===== src/rtl/div_pkg.sv =====
// Shared constants and state encodings for the sequential divider.
// Signed support is selected by the DIV_SIGNED_EN macro.
package div_pkg;

  localparam int DIV_DATA_W = 32;

  localparam logic DIV_RESULT_READY     = 1'b1;
  localparam logic DIV_RESULT_NOT_READY = 1'b0;
  localparam logic DIV_START            = 1'b1;
  localparam logic DIV_STOP             = 1'b0;

  typedef enum logic [1:0] {
    S_FREE   = 2'd0,
    S_BYZERO = 2'd1,
    S_ON     = 2'd2,
    S_END    = 2'd3
  } div_state_e;

endpackage


===== src/rtl/div_step.sv =====
// One restoring shift-subtract iteration of the divider.
// Purely combinational; the caller owns all state.
module div_step
  import div_pkg::*;
#(
  parameter int W = DIV_DATA_W
) (
  input  logic [W-1:0] rem_i,
  input  logic         msb_i,
  input  logic [W-1:0] dsr_i,
  output logic [W-1:0] rem_o,
  output logic         q_o
);

  logic [W:0]   shl;
  logic [W-1:0] diff;

  // rem < divisor on entry, so the shifted value fits in W+1 bits
  // and any successful subtraction fits back into W bits.
  always_comb begin
    shl   = {rem_i, msb_i};
    diff  = shl[W-1:0] - dsr_i;
    q_o   = (shl >= {1'b0, dsr_i});
    rem_o = q_o ? diff : shl[W-1:0];
  end

endmodule


===== src/rtl/div_seq.sv =====
// Multi-cycle radix-2 restoring divider for the EX stage.
// Define DIV_SIGNED_EN to enable DIV (signed) support.
module div_seq
  import div_pkg::*;
#(
  parameter int DATA_W = DIV_DATA_W,
  parameter int CNT_W  = 6
) (
  input  logic                clk,
  input  logic                rst,
  input  logic                signed_div_i,
  input  logic [DATA_W-1:0]   opdata1_i,
  input  logic [DATA_W-1:0]   opdata2_i,
  input  logic                start_i,
  input  logic                annul_i,
  output logic [2*DATA_W-1:0] result_o,
  output logic                ready_o
);

  localparam logic [CNT_W-1:0] CNT_DONE =
    CNT_W'(DATA_W);

  div_state_e state_q, state_d;

  logic [CNT_W-1:0]    cnt_q, cnt_d;
  logic [DATA_W-1:0]   rem_q, rem_d;
  logic [DATA_W-1:0]   dvd_q, dvd_d;
  logic [DATA_W-1:0]   dsr_q, dsr_d;
  logic [2*DATA_W-1:0] res_q, res_d;
  logic                rdy_q, rdy_d;

  logic [DATA_W-1:0] op1_abs;
  logic [DATA_W-1:0] op2_abs;
  logic [DATA_W-1:0] quo_fix;
  logic [DATA_W-1:0] rem_fix;

  logic [DATA_W-1:0] step_rem;
  logic              step_q;

`ifdef DIV_SIGNED_EN
  logic neg1_q, neg1_d;
  logic neg2_q, neg2_d;
  logic neg1_in;
  logic neg2_in;

  // Magnitudes on entry, sign restoration on exit.
  always_comb begin
    neg1_in = signed_div_i & opdata1_i[DATA_W-1];
    neg2_in = signed_div_i & opdata2_i[DATA_W-1];
    op1_abs = neg1_in ? (~opdata1_i + 1'b1)
                      : opdata1_i;
    op2_abs = neg2_in ? (~opdata2_i + 1'b1)
                      : opdata2_i;
    quo_fix = (neg1_q ^ neg2_q) ? (~dvd_q + 1'b1)
                                : dvd_q;
    rem_fix = neg1_q ? (~rem_q + 1'b1) : rem_q;
  end
`else
  logic unused_signed;

  assign unused_signed = signed_div_i;

  // Unsigned only: operands and results pass straight through.
  always_comb begin
    op1_abs = opdata1_i;
    op2_abs = opdata2_i;
    quo_fix = dvd_q;
    rem_fix = rem_q;
  end
`endif

  div_step #(
    .W (DATA_W)
  ) u_step (
    .rem_i (rem_q),
    .msb_i (dvd_q[DATA_W-1]),
    .dsr_i (dsr_q),
    .rem_o (step_rem),
    .q_o   (step_q)
  );

  // Next-state and datapath updates; hold everything by default.
  always_comb begin
    state_d = state_q;
    cnt_d   = cnt_q;
    rem_d   = rem_q;
    dvd_d   = dvd_q;
    dsr_d   = dsr_q;
    res_d   = res_q;
    rdy_d   = rdy_q;
`ifdef DIV_SIGNED_EN
    neg1_d  = neg1_q;
    neg2_d  = neg2_q;
`endif
    unique case (state_q)
      S_FREE: begin
        res_d = '0;
        rdy_d = DIV_RESULT_NOT_READY;
        if (start_i == DIV_START && !annul_i) begin
          if (opdata2_i == '0) begin
            state_d = S_BYZERO;
          end else begin
            state_d = S_ON;
            dvd_d   = op1_abs;
            dsr_d   = op2_abs;
            cnt_d   = '0;
            rem_d   = '0;
`ifdef DIV_SIGNED_EN
            neg1_d  = neg1_in;
            neg2_d  = neg2_in;
`endif
          end
        end
      end
      S_BYZERO: begin
        state_d = S_END;
        res_d   = '0;
        rdy_d   = DIV_RESULT_READY;
      end
      S_ON: begin
        if (annul_i) begin
          state_d = S_FREE;
          res_d   = '0;
          rdy_d   = DIV_RESULT_NOT_READY;
        end else if (cnt_q != CNT_DONE) begin
          rem_d = step_rem;
          dvd_d = {dvd_q[DATA_W-2:0], step_q};
          cnt_d = cnt_q + 1'b1;
        end else begin
          state_d = S_END;
          res_d   = {rem_fix, quo_fix};
          rdy_d   = DIV_RESULT_READY;
        end
      end
      S_END: begin
        if (start_i == DIV_STOP) begin
          state_d = S_FREE;
          res_d   = '0;
          rdy_d   = DIV_RESULT_NOT_READY;
        end
      end
      default: begin
        state_d = S_FREE;
      end
    endcase
  end

  // State and datapath registers, cleared asynchronously.
  always_ff @(posedge clk or negedge rst) begin
    if (!rst) begin
      state_q <= S_FREE;
      cnt_q   <= '0;
      rem_q   <= '0;
      dvd_q   <= '0;
      dsr_q   <= '0;
      res_q   <= '0;
      rdy_q   <= DIV_RESULT_NOT_READY;
    end else begin
      state_q <= state_d;
      cnt_q   <= cnt_d;
      rem_q   <= rem_d;
      dvd_q   <= dvd_d;
      dsr_q   <= dsr_d;
      res_q   <= res_d;
      rdy_q   <= rdy_d;
    end
  end

`ifdef DIV_SIGNED_EN
  // Operand signs captured at start.
  always_ff @(posedge clk or negedge rst) begin
    if (!rst) begin
      neg1_q <= 1'b0;
      neg2_q <= 1'b0;
    end else begin
      neg1_q <= neg1_d;
      neg2_q <= neg2_d;
    end
  end
`endif

  assign result_o = res_q;
  assign ready_o  = rdy_q;

endmodule

===== config.mk =====
export PLATFORM = sky130hd
export DESIGN_NAME = div_seq
export DESIGN_NICKNAME = d
export VERILOG_FILES = /design/src/rtl/div_pkg.sv /design/src/rtl/div_step.sv /design/src/rtl/div_seq.sv
export SDC_FILE = /design/constraint.sdc
export NUM_CORES = 1
export LEC_CHECK = 0
export BUFFER_PORTS_ARGS = -buffer_cell sky130_fd_sc_hd__buf_2
export CAP_MARGIN = 10
export CORE_MARGIN = 1
export CORE_UTILIZATION = 43
export DETAILED_ROUTE_END_ITERATION = 6
export PLACE_DENSITY_LB_ADDON = 0.25
export SYNTH_ARGS = -nofsm -noshare
export SYNTH_HDL_FRONTEND = slang
export SYNTH_SLANG_ARGS = --single-unit

===== constraint.sdc =====
create_clock -name clk -period 2.7 [get_ports clk]
set_input_delay 0.135 -clock clk [delete_from_list [all_inputs] [get_ports clk]]
set_output_delay 0.135 -clock clk [all_outputs]
set_load 0.01 [all_outputs]

==> results.py <==
metrics = {
    "route": {
        "vias": 7757,
        "wl_per_cell_um": 15.9,
        "drt-vias-per-instance": 5.17,
        "drt_wl_total_um": 23900,
        "antenna_left": 0,
        "drc_errors": 0,
        "first_pass_iteration_count_of_the_detailed_router": 5,
        "dr.first_iter.drc_count": 347,
    },
    "sta": {
        "grt_setup_unrepaired": "yes",
        "worst_slew_pin_slew_ps": 760,
        "final.setup_skew_ps": 6.36,
        "setup_viol": 0,
        "finalHoldViolCount": 0,
        "worst_slew_margin_rel_pct": 49.3,
        "final_critical_path_setup_slack_ps": 59.8,
        "whs_ps": 7.22,
        "max_freq_ghz": 0.379,
        "finalWorstPathRequiredPeriod_ps": 2640,
        "finalCritPeriodShare_pct": 97.8,
        "final-max-slew-violation-count": 0,
    },
    "floorplan": {
        "core_area_mm2": 0.0205,
        "die_height_um": 148,
        "die_area_mm2": 0.0218,
        "initial_utilization_pct": 44.5,
        "io-pin-count": 134,
        "core.rowCount": 52,
        "die_x_um": 148,
    },
    "logic_synthesis": {
        "postSynthCellCount": 975,
        "synth_fp_nets": 1084,
        "syn_avg_cell_area_um2": 9.36,
        "synth_ff_type": "dfrtp_1",
        "synth_edf_count": 0,
        "synth_cell_types": 62,
        "synth-seq-cells": 169,
        "synth.yosys.seq_area_share_pct": 46.3,
        "asyncSetResetFlopFracSynth_pct": 100,
        "synthesis.area_mm2": 0.00913,
        "ys.warnings.count": 0,
    },
    "global_route": {
        "grt_overflow_total": 0,
        "grt_usage_pct": 22.3,
        "grt_pass1_wl_um": 38600,
        "grt_max_degree": 75,
        "antenna_found_initial": 0,
        "first_global_vias": 7718,
    },
    "final_layout": {
        "synthToLayoutAreaGrowth_pct": 32.0,
        "layout.cells.most_common_list": "nand2_1 (212), dfrtp_1 (169), buf_2 (131)",
        "antenna_cells_inserted": 0,
        "num-fill-cells": 1796,
        "layout_commonest_cell": "nand2_1",
        "drive_gt1_share_pct": 28.7,
        "final_area_mm2": 0.0120,
        "final_core_util_pct": 58.8,
        "fin_nets": 1327,
    },
    "worst_setup_path": {
        "cp_data_arrival_time_ps": 2960,
        "timing.critical_path.cells": "ha_1 > buf_4 > nand2_1 > nor2_1 > nor2_1 > o31a_1 > o221a_2 > o31ai_4 > a31o_4 > buf_8 > mux2i_1 > o21ai_1",
        "worstSetupStartpointType": "register",
        "timing.critical_path.mode_cell": "nor2_1",
        "timing.setup.critical_path_class": "reg -> reg",
        "cp.required_ps": 3020,
        "worstSetupEndpointType": "register",
        "crit_fanout": 7,
        "critPathSlowestCell": "dfrtp_1",
        "worst_path_largest_cell_delay_ps": 390,
    },
    "power": {
        "power_per_cell_area_mw_per_mm2": 1180,
        "power.leakage_uw": 0.00579,
        "design_power_total_uw": 14200,
        "vdd.ir_drop.worst_uv": 556,
    },
    "placed_design": {
        "dp_area_mm2": 0.0106,
        "preCtsSetupSlack_ps": -72.5,
        "detailed_place_hpwl_um": 16300,
        "gp_congestion": 0.868,
        "placement.io_buffers": 132,
    },
    "cts": {
        "cts-root-to-sink-buffers": 2,
        "total_clock_buffers_created_by_cts": 17,
        "clock_tree.root_cell": "clkbuf_16",
        "clkSlewWorstSetupHoldPaths_ps": 70,
        "cts_tree": "built",
        "cts_num_sinks": 169,
        "cts_htree_levels": 4,
        "clock_latency_ps": 430,
    },
    "outcome": {
        "status": "complete, no violations",
    },
    "run": {
        "total_of_max_cap_violations": 0,
    },
    "worst_hold_path": {
        "hold_class": "in -> reg",
    },
}
-- area by class of cell --
type	count	area (um2)	area share [%]
inverters	48	180	1.50
multi-input cells	706	4790	39.8
flip-flops and latches	169	4230	35.1
repair buffers	276	1930	16.0
clock buffers	19	443	3.68
well taps	270	338	2.80
clock inverters	13	131	1.09
-- sequential cells by signal, summed over array words and instances (netlist names) --
name / count
result_o: 64
dsr_q: 32
dvd_q: 32
rem_fix: 32
cnt_q: 6
state_q: 2
ready_o: 1
-- path summary, 6_finish.rpt --
| path | from | end | slack, ps | cells after the start |
|---|---|---|---|---|
| max in group asynchronous | rst | result_o[53]$_DFFE_PN0P_ | 1750 | 3 |
| worst max-delay path | rem_fix[15]$_DFFE_PN0P_ | rem_fix[7]$_DFFE_PN0P_ | 60 | 12 |
| worst min-delay path | opdata1_i[13] | dvd_q[13]$_DFFE_PN0P_ | 7 | 3 |
| worst min register to register | result_o[27]$_DFFE_PN0P_ | result_o[27]$_DFFE_PN0P_ | 470 | 2 |
| min in group asynchronous | rst | result_o[28]$_DFFE_PN0P_ | 160 | 2 |
| worst max register to register | rem_fix[15]$_DFFE_PN0P_ | rem_fix[7]$_DFFE_PN0P_ | 60 | 12 |
-- metrics by stage --
step           std cells  TNS [ps]
2_1_floorplan        975         0
3_3_place_gp        1416     -77.4
3_5_place_dp        1416     -1110
4_1_cts             1490     -39.5
5_1_grt             1501      -374
6_report            1501         0
-- synth_stat cells, types with 11 or more instances --
| master | n | area, um2 |
|---|---|---|
| nand2_1 | 214 | 803 |
| dfrtp_1 | 169 | 4230 |
| o21ai_0 | 121 | 606 |
| mux2i_1 | 55 | 551 |
| inv_1 | 48 | 180 |
| ha_1 | 39 | 488 |
| clkbuf_1 | 38 | 143 |
| mux2_2 | 33 | 372 |
| a21oi_1 | 30 | 150 |
| nor2_1 | 25 | 93.8 |
| o21ai_1 | 19 | 95.1 |
| xnor2_1 | 15 | 131 |
| xor2_1 | 15 | 131 |
| a21o_1 | 12 | 90.1 |
| nand3_1 | 12 | 60.1 |
| nor4_1 | 11 | 68.8 |
-- layer usage --
layer | part of all wire [%] | global-route usage, % | vias up | wire (um)
met5 | 0 | 0 | - | 0
met4 | 1.4 | 6.34 | 0 | 346
met3 | 3.5 | 3.92 | 24 | 841
met2 | 48 | 36.8 | 181 | 11500
met1 | 47 | 30.1 | 3675 | 11300
li1 | - | - | 3877 | -
-- where the power goes --
group          leakage [uW]  internal, uW  switching (uW)
clock              0.000275          1250            1150
combinational       0.00330          3670            4240
sequential          0.00222          3340             553
-- critical path, delay by kind of cell, from the launching register on --
family	cells	cell delay, ps
adder cells (fa/ha/maj)	1	320
AO/OA/AOI/OAI	5	990
multiplexers	1	230
AND/OR/NAND/NOR	3	280
flip-flops	1	390
buffers and inverters	2	320
-- cells by family (layout without fill, tap and decap cells) --
kind of cell               after synthesis  after routing  share of synthesized area (%)
xor gates and xnor gates                30             30                           2.88
buffers and inverters                  100            356                           4.61
AOI/OAI and AO/OA                      247            247                           16.5
DFF                                    169            169                           46.3
muxes                                   88             88                           10.1
and+or+nand+nor                        301            301                           14.0
adders and majority gates               40             40                           5.57
-- what timing repair did --
action | 4_1_cts | 5_1_grt
hold endpoints to repair | 86 | 0
setup endpoints to repair | 31 | 34
cloned | 0 | 1
hold buffers | 41 | 0
pin swaps | 1 | 23
setup buffers | 1 | 10
gates resized for setup | 5 | 56
Note: power is estimated with default switching activity, not from simulation.
